==> config.mk <==
export PLATFORM = sky130hd
export DESIGN_NAME = ps2_key_receiver_flat
export DESIGN_NICKNAME = d
export VERILOG_FILES = /design/src/rtl/ps2_pkg.sv /design/src/rtl/ps2_key_receiver_if.sv /design/src/rtl/ps2_frame_rx.sv /design/src/rtl/ps2_key_receiver.sv /design/src/flat_wrapper.sv
export SDC_FILE = /design/constraint.sdc
export NUM_CORES = 1
export LEC_CHECK = 0
export BUFFER_PORTS_ARGS = -buffer_cell sky130_fd_sc_hd__buf_2
export CELL_PAD_IN_SITES_DETAIL_PLACEMENT = 1
export CELL_PAD_IN_SITES_GLOBAL_PLACEMENT = 2
export CORE_MARGIN = 4
export CORE_UTILIZATION = 46
export CTS_BUF_LIST = sky130_fd_sc_hd__clkbuf_8
export CTS_CLUSTER_SIZE = 40
export DETAILED_ROUTE_END_ITERATION = 8
export PLACE_DENSITY_LB_ADDON = 0.15
export SYNTH_ARGS = -nofsm -noshare
export SYNTH_HDL_FRONTEND = slang
export SYNTH_HIERARCHICAL = 1
export SYNTH_SLANG_ARGS = --single-unit
export TNS_END_PERCENT = 1
==> constraint.sdc <==
create_clock -name iVGA_CLK -period 3.05 [get_ports iVGA_CLK]
set_input_delay 0.305 -clock iVGA_CLK [delete_from_list [all_inputs] [get_ports iVGA_CLK]]
set_output_delay 0.305 -clock iVGA_CLK [all_outputs]
set_load 0.01 [all_outputs]
==> src/rtl/ps2_pkg.sv <==
// Shared constants and types for the PS/2 keyboard receiver.
// Holds the scan-code prefixes, the arrow make codes and the frame FSM state type.
package ps2_pkg;

  localparam logic [7:0] PS2_EXT   = 8'hE0;
  localparam logic [7:0] PS2_BRK   = 8'hF0;

  localparam logic [7:0] KEY_LEFT  = 8'h6B;
  localparam logic [7:0] KEY_RIGHT = 8'h74;
  localparam logic [7:0] KEY_UP    = 8'h75;
  localparam logic [7:0] KEY_DOWN  = 8'h72;

  typedef enum logic [1:0] {
    IDLE   = 2'd0,
    DATA   = 2'd1,
    PARITY = 2'd2,
    STOP   = 2'd3
  } rx_state_t;

  // A PS/2 frame carries odd parity over the 8 data bits plus the parity bit.
  function automatic logic odd_parity_ok(input logic [7:0] data, input logic parity);
    return ^{parity, data};
  endfunction

endpackage

==> src/rtl/ps2_key_receiver_if.sv <==
// Bundle of PS/2 pad inputs and key-event outputs for the receiver.
// Handshake: key_en is a one-cycle strobe; key_in/key_ext/key_break are valid in that cycle and held until the next strobe (no ready, the consumer must not stall).
interface ps2_key_receiver_if;
  import ps2_pkg::*;

  logic       ps2_clk;
  logic       ps2_data;
  logic [7:0] key_in;
  logic       key_en;
  logic       key_ext;
  logic       key_break;
  logic       frame_err;
  rx_state_t  dbg_state;

  modport master (
    input  ps2_clk,
    input  ps2_data,
    output key_in,
    output key_en,
    output key_ext,
    output key_break,
    output frame_err,
    output dbg_state
  );

  modport slave (
    output ps2_clk,
    output ps2_data,
    input  key_in,
    input  key_en,
    input  key_ext,
    input  key_break,
    input  frame_err,
    input  dbg_state
  );

endinterface

==> src/rtl/ps2_frame_rx.sv <==
// PS/2 device-to-host deframer: synchronizers, ps2_clk glitch filter, frame FSM and timeout.
// Produces one byte_valid strobe per good frame and one frame_err strobe per bad or stalled frame.
module ps2_frame_rx
  import ps2_pkg::*;
#(
  parameter int FILTER_LEN  = 8,
  parameter int TIMEOUT_CYC = 50000
) (
  input  logic       iVGA_CLK,
  input  logic       iRST_n,
  input  logic       i_ps2_clk,
  input  logic       i_ps2_data,
  output logic [7:0] o_byte,
  output logic       o_byte_valid,
  output logic       o_frame_err,
  output rx_state_t  o_state
);

  localparam int TO_W = $clog2(TIMEOUT_CYC + 1);

  logic            r_clk_s1;
  logic            r_clk_s2;
  logic            r_dat_s1;
  logic            r_dat_s2;
  logic            r_clk_f;
  logic            r_clk_f_d;
  logic [7:0]      r_flt_cnt;
  logic [TO_W-1:0] r_to_cnt;
  rx_state_t       r_state;
  logic [7:0]      r_shift;
  logic [2:0]      r_bit_cnt;
  logic            r_parity;
  logic [7:0]      r_byte;
  logic            r_byte_valid;
  logic            r_frame_err;

  logic            w_fall;
  logic            w_timeout;

  always_ff @(posedge iVGA_CLK or negedge iRST_n) begin
    if (!iRST_n) begin
      r_clk_s1 <= 1'b1;
      r_clk_s2 <= 1'b1;
      r_dat_s1 <= 1'b1;
      r_dat_s2 <= 1'b1;
    end else begin
      r_clk_s1 <= i_ps2_clk;
      r_clk_s2 <= r_clk_s1;
      r_dat_s1 <= i_ps2_data;
      r_dat_s2 <= r_dat_s1;
    end
  end

  // The filtered clock only follows the pad after FILTER_LEN consecutive disagreeing samples.
  always_ff @(posedge iVGA_CLK or negedge iRST_n) begin
    if (!iRST_n) begin
      r_clk_f   <= 1'b1;
      r_clk_f_d <= 1'b1;
      r_flt_cnt <= 8'd0;
    end else begin
      r_clk_f_d <= r_clk_f;
      if (r_clk_s2 != r_clk_f) begin
        if (r_flt_cnt == 8'(FILTER_LEN - 1)) begin
          r_clk_f   <= r_clk_s2;
          r_flt_cnt <= 8'd0;
        end else begin
          r_flt_cnt <= r_flt_cnt + 8'd1;
        end
      end else begin
        r_flt_cnt <= 8'd0;
      end
    end
  end

  assign w_fall    = r_clk_f_d & ~r_clk_f;
  assign w_timeout = (r_state != IDLE) && !w_fall && (r_to_cnt == TO_W'(TIMEOUT_CYC - 1));

  always_ff @(posedge iVGA_CLK or negedge iRST_n) begin
    if (!iRST_n) begin
      r_to_cnt <= '0;
    end else if ((r_state == IDLE) || w_fall || w_timeout) begin
      r_to_cnt <= '0;
    end else begin
      r_to_cnt <= r_to_cnt + TO_W'(1);
    end
  end

  // A fall in the same cycle as the timeout limit takes priority and keeps the frame alive.
  always_ff @(posedge iVGA_CLK or negedge iRST_n) begin
    if (!iRST_n) begin
      r_state      <= IDLE;
      r_shift      <= 8'd0;
      r_bit_cnt    <= 3'd0;
      r_parity     <= 1'b0;
      r_byte       <= 8'd0;
      r_byte_valid <= 1'b0;
      r_frame_err  <= 1'b0;
    end else begin
      r_byte_valid <= 1'b0;
      r_frame_err  <= 1'b0;
      if (w_fall) begin
        case (r_state)
          IDLE: begin
            if (!r_dat_s2) begin
              r_state   <= DATA;
              r_bit_cnt <= 3'd0;
            end
          end
          DATA: begin
            r_shift   <= {r_dat_s2, r_shift[7:1]};
            r_bit_cnt <= r_bit_cnt + 3'd1;
            if (r_bit_cnt == 3'd7) begin
              r_state <= PARITY;
            end
          end
          PARITY: begin
            r_parity <= r_dat_s2;
            r_state  <= STOP;
          end
          STOP: begin
            if (r_dat_s2 && odd_parity_ok(r_shift, r_parity)) begin
              r_byte       <= r_shift;
              r_byte_valid <= 1'b1;
            end else begin
              r_frame_err  <= 1'b1;
            end
            r_state <= IDLE;
          end
          default: r_state <= IDLE;
        endcase
      end else if (w_timeout) begin
        r_state     <= IDLE;
        r_frame_err <= 1'b1;
      end
    end
  end

  assign o_byte       = r_byte;
  assign o_byte_valid = r_byte_valid;
  assign o_frame_err  = r_frame_err;
  assign o_state      = r_state;

endmodule

==> src/rtl/ps2_key_receiver.sv <==
// PS/2 keyboard receiver for the VGA controller: deframes bytes and folds E0/F0 prefixes
// into key_ext/key_break, emitting one key_en strobe per make code (and break code if enabled).
module ps2_key_receiver
  import ps2_pkg::*;
#(
  parameter int FILTER_LEN  = 8,
  parameter int TIMEOUT_CYC = 50000,
  parameter bit EMIT_BREAK  = 1'b0
) (
  input logic              iVGA_CLK,
  input logic              iRST_n,
  ps2_key_receiver_if.master bus
);

  logic [7:0] w_byte;
  logic       w_byte_valid;
  logic       w_frame_err;
  rx_state_t  w_state;

  logic [7:0] r_key_in;
  logic       r_key_en;
  logic       r_key_ext;
  logic       r_key_break;
  logic       r_frame_err;
  logic       r_ext_pend;
  logic       r_brk_pend;

  ps2_frame_rx #(
    .FILTER_LEN  (FILTER_LEN),
    .TIMEOUT_CYC (TIMEOUT_CYC)
  ) u_rx (
    .iVGA_CLK     (iVGA_CLK),
    .iRST_n       (iRST_n),
    .i_ps2_clk    (bus.ps2_clk),
    .i_ps2_data   (bus.ps2_data),
    .o_byte       (w_byte),
    .o_byte_valid (w_byte_valid),
    .o_frame_err  (w_frame_err),
    .o_state      (w_state)
  );

  // Prefix bytes only arm flags; the next non-prefix byte consumes them whether or not it is emitted.
  always_ff @(posedge iVGA_CLK or negedge iRST_n) begin
    if (!iRST_n) begin
      r_key_in    <= 8'd0;
      r_key_en    <= 1'b0;
      r_key_ext   <= 1'b0;
      r_key_break <= 1'b0;
      r_frame_err <= 1'b0;
      r_ext_pend  <= 1'b0;
      r_brk_pend  <= 1'b0;
    end else begin
      r_key_en    <= 1'b0;
      r_frame_err <= w_frame_err;
      if (w_frame_err) begin
        r_ext_pend <= 1'b0;
        r_brk_pend <= 1'b0;
      end else if (w_byte_valid) begin
        if (w_byte == PS2_EXT) begin
          r_ext_pend <= 1'b1;
        end else if (w_byte == PS2_BRK) begin
          r_brk_pend <= 1'b1;
        end else begin
          if (!r_brk_pend || EMIT_BREAK) begin
            r_key_in    <= w_byte;
            r_key_ext   <= r_ext_pend;
            r_key_break <= r_brk_pend;
            r_key_en    <= 1'b1;
          end
          r_ext_pend <= 1'b0;
          r_brk_pend <= 1'b0;
        end
      end
    end
  end

  assign bus.key_in    = r_key_in;
  assign bus.key_en    = r_key_en;
  assign bus.key_ext   = r_key_ext;
  assign bus.key_break = r_key_break;
  assign bus.frame_err = r_frame_err;
  assign bus.dbg_state = w_state;

endmodule

==> src/flat_wrapper.sv <==
// flat-port wrapper written by rule: the top's interface ports become plain ports
module ps2_key_receiver_flat import ps2_pkg::*;
#(
  parameter int FILTER_LEN  = 8,
  parameter int TIMEOUT_CYC = 50000,
  parameter bit EMIT_BREAK  = 1'b0
)
  (iVGA_CLK, iRST_n, bus_ps2_clk, bus_ps2_data, bus_key_in, bus_key_en, bus_key_ext, bus_key_break, bus_frame_err, bus_dbg_state);
  ps2_key_receiver_if bus_i ();
  input logic iVGA_CLK;
  input logic iRST_n;
  input wire logic [$bits(bus_i.ps2_clk)-1:0] bus_ps2_clk;
  input wire logic [$bits(bus_i.ps2_data)-1:0] bus_ps2_data;
  output wire logic [$bits(bus_i.key_in)-1:0] bus_key_in;
  output wire logic [$bits(bus_i.key_en)-1:0] bus_key_en;
  output wire logic [$bits(bus_i.key_ext)-1:0] bus_key_ext;
  output wire logic [$bits(bus_i.key_break)-1:0] bus_key_break;
  output wire logic [$bits(bus_i.frame_err)-1:0] bus_frame_err;
  output wire logic [$bits(bus_i.dbg_state)-1:0] bus_dbg_state;
  assign bus_i.ps2_clk = bus_ps2_clk;
  assign bus_i.ps2_data = bus_ps2_data;
  assign bus_key_in = bus_i.key_in;
  assign bus_key_en = bus_i.key_en;
  assign bus_key_ext = bus_i.key_ext;
  assign bus_key_break = bus_i.key_break;
  assign bus_frame_err = bus_i.frame_err;
  assign bus_dbg_state = bus_i.dbg_state;
  ps2_key_receiver #(.FILTER_LEN(FILTER_LEN), .TIMEOUT_CYC(TIMEOUT_CYC), .EMIT_BREAK(EMIT_BREAK)) u_core (.iVGA_CLK(iVGA_CLK), .iRST_n(iRST_n), .bus(bus_i));
endmodule
==> flow_summary.rst <==
.. list-table::
   :header-rows: 1

   * - Metric
     - Value
   * - Outcome
     - finished clean
   * - Leading cell types by count after synthesis
     - dfrtp_1 (61), nor2_1 (24), mux2_2 (23)
   * - Peak fanout along the critical path
     - 15
   * - Worst slew margin
     - 45.5%
   * - Final setup slack of the worst path
     - roughly 1.1 ns
   * - FP Rows
     - 29
   * - Cell with the most instances after synthesis
     - dfrtp_1
   * - CTS tree
     - done
   * - Worst Tran Pin Value
     - ~0.82 ns
   * - Number of nets in the layout
     - between 200 and 300
   * - Post-detailed-route wirelength per cell
     - ~15 µm
   * - Clk_lat worst skew
     - approximately 0.33 ns
   * - Kind of start point of the critical path
     - register
   * - Number of synthesis warnings
     - 6
   * - Endpoints failing hold
     - 0
   * - Top_reg_cell synth
     - dfrtp_1
   * - Netlist Area Pre-Place
     - between 0.003 and 0.004 mm²
   * - Core box area
     - 0.00642 mm²
   * - Worst ir drop on vdd
     - roughly 0.30 mV
   * - Die extent in y
     - about 90 µm
   * - Share of synthesized area occupied by flip-flops and latches
     - a little over half
   * - Number of vias per cell
     - 5.33
   * - Post-Syn Instances
     - 260
   * - Maximum level of the CTS H-tree
     - 3
   * - Fraction of final layout cells with drive strength greater than 1
     - ~25%
   * - Number of buffers and inverters on the critical path
     - 0
   * - Clock tree skew after final layout
     - 0.0112 ns
   * - Final core utilization
     - roughly 53%
   * - Remaining Overflow, GRT
     - 0
   * - Highest clock rate
     - about 0.51 GHz
   * - Overall die width
     - 89.7 µm
   * - Signed area change from the synthesized netlist to the final layout
     - 11.3%
   * - Number of buffers inserted to repair setup after CTS
     - 0
   * - First DRT Iteration DRCs
     - 44
   * - Crit-path leading delay family
     - simple AND/OR/NAND/NOR gates
   * - Antenna diode instance count
     - 0
   * - Maximum root-to-sink buffer count
     - 2
   * - Worst R2R Setup Slack
     - roughly 1.1 ns
   * - Unrepaired setup endpoints after global routing
     - false
   * - Clk slew on worst S/H paths
     - ~0.08 ns
   * - Critical path start-end classification
     - reg2reg
   * - Number of fill cells in the layout
     - around 700
   * - Number of global-route vias before repair
     - around 2,100
   * - Post-synthesis cell type with the largest combined area
     - dfrtp_1
   * - Post-synthesis register bit count
     - 67
   * - Final slew viol count
     - 0
   * - Critical path cell sequence
     - or4_1 > nor4_2 > a211o_2 > nor2_1
   * - Min Clock Period, post-route
     - 1.96 ns
   * - Setup TNS Final
     - 0 ns
   * - Area share of the largest cell type after synthesis
     - 49.8%
   * - Share of flip-flops with an asynchronous set or reset after synthesis
     - 100%
   * - Root Driver
     - clkbuf_8
   * - Count of nets left with antenna violations after detail routing
     - 0
   * - Post-synthesis average cell area
     - 11.8 µm²
   * - Pwr per Cell Area
     - between 500 and 600 mW/mm²
   * - Post-route clock period utilization
     - approximately 64%
   * - Post-synthesis net count
     - around 270
   * - Element type at the critical path end
     - register
   * - Quantity of I/O buffers inserted on ports
     - 16
   * - First drt pass iteration count
     - 4
   * - Post-synthesis cell type count
     - 47
   * - Global Route Usage Sum
     - around 16%
   * - Number of endpoints failing setup at the final stage
     - 0
   * - Leakage component of the power
     - 1.60 nW
   * - Placed Instances
     - 352
   * - Placement Setup Slack
     - around 1.1 ns
   * - Num CTS Buffers
     - 9
   * - Required time reported for the critical path endpoint
     - about 3.3 ns
   * - Weighted congestion reported at the end of routability-driven placement
     - approximately 0.74
   * - Largest incremental delay on the critical path
     - roughly 0.54 ns
   * - Number of design rule violations left after detail routing
     - 0
   * - Number of primary I/O pins
     - 18
   * - Top cells by area, synth
     - dfrtp_1 (50%), mux2_2 (8.4%), dfstp_2 (5.1%)
   * - Detailed-placement wirelength estimate
     - 3.96 mm
   * - Standard cell with the maximum stage delay on the critical path
     - or4_1
   * - Hold/Removal Path Class
     - in2async
   * - Number of enable-type register cells in the synthesized netlist
     - 0
   * - Pin count of the biggest net entering global routing
     - 37
   * - Wire length of the first global-routing pass
     - 9.85 mm
   * - Maximum capacitance violations
     - 0
   * - Sink Count
     - 67
   * - Total chip power
     - between 2 and 2.5 mW
   * - Final Instance Count excl. Fillers
     - 368
   * - Number of antenna violations at the first check in global routing
     - 0
   * - Full die area
     - approximately 0.0080 mm²
   * - CTS-repair resized insts
     - 0
   * - Arrival time worst endpoint
     - between 2 and 2.5 ns
   * - Hold-fix buffers at CTS
     - 0
   * - Aggregate routed wire length
     - 5.60 mm
   * - Via Count
     - a little under 2,000
   * - Effective utilization at floorplan
     - 47.8%
metal layers:
layer  GRT usage, %  wire length (µm)  vias up
met5              0                 0        -
met4           8.12                84        0
met3           3.01               105        7
met2           25.7              2660       15
met1           21.4              2750      994
li1               -                 -      945
cell families after synthesis:
family,count (synthesis),share of synthesized area [%]
DFF,67,54.9
and+or+nand+nor,93,16.3
other,1,0.122
xor gates and xnor gates,25,8.16
buffers and inverters,15,2.08
adders and majority gates,8,3.26
AOI/OAI and AO/OA,25,5.34
muxes,26,9.83
sequential cells by signal (all words and copies together), names as in the netlist, 2 cells and up:
name	flops
u_core/u_rx/r_shift	8
u_core/u_rx/r_to_cnt	16
u_core/bus.key_in	8
u_core/u_rx/o_byte	8
u_core/u_rx/r_flt_cnt	8
u_core/u_rx/o_state	2
u_core/u_rx/r_bit_cnt	3
layout make-up:
type                            count  area [µm²]  area share (%)
Sequential cell                    67        1680            49.3
Multi-Input combinational cell    178        1320            38.6
Clock buffer                       10         138            4.03
Timing Repair Buffer               19         103            3.00
Tap cell                           77        96.3            2.82
Inverter                           11        41.3            1.21
Clock inverter                      6        33.8           0.989
layout by cell type, fill, tap and decap left out, types with 2 or more instances in the layout:
| master | instances |
|---|---|
| buf_2 | 16 |
| dfstp_2 | 6 |
| and2_1 | 2 |
| xnor2_1 | 15 |
| nand3_1 | 11 |
| ha_1 | 8 |
| clkbuf_8 | 10 |
| or3_1 | 3 |
| nand4_1 | 3 |
| nand2_1 | 21 |
| clkinv_2 | 3 |
| mux2_2 | 23 |
| nand2b_1 | 2 |
| dfrtp_1 | 61 |
| clkinvlp_4 | 2 |
| nor3b_1 | 3 |
| and3_1 | 3 |
| nor2_1 | 24 |
| mux2i_1 | 2 |
| buf_4 | 3 |
| inv_1 | 12 |
| xor2_1 | 8 |
| nor4_1 | 3 |
| or4_1 | 2 |
| a21oi_1 | 6 |
| o21ai_0 | 9 |
| nor3_1 | 7 |
worst paths after layout:
kind | from | end | depth (start not counted)
min in group iVGA_CLK | bus_ps2_data | u_core/u_rx/r_dat_s1 | 1
hold / removal | iRST_n | u_core/u_rx/o_byte[1] | 1
hold reg to reg | u_core/u_rx/r_clk_s1 | u_core/u_rx/r_clk_s2 | 0
setup / recovery | u_core/u_rx/r_to_cnt[7] | u_core/u_rx/r_to_cnt[6] | 4
max in group asynchronous | iRST_n | u_core/u_rx/r_clk_f_d | 2
setup reg to reg | u_core/u_rx/r_to_cnt[7] | u_core/u_rx/r_to_cnt[6] | 4
stage by stage:
stage,hold WS [ns],cell area [µm²]
global placement,0.347,3240
global route,0.0366,3420
finish,0.0596,3420
CTS,0.0464,3420
floorplan,0.00941,3070
detailed placement,0.348,3240
where the power goes:
part           switching [mW]  internal, mW  total, mW  leakage (nW)
Clock                   0.327         0.310      0.636        0.0892
Combinational           0.210         0.137      0.347         0.597
Sequential             0.0707         0.960       1.03         0.909
Total                   0.607          1.41       2.01          1.60
worst register-to-register path, stage by stage, from the launching register on:
cell	delay, ns
dfrtp_1	0.43
or4_1	0.54
nor4_2	0.40
a211o_2	0.38
nor2_1	0.09
Note: power is estimated with default switching activity, not from simulation.
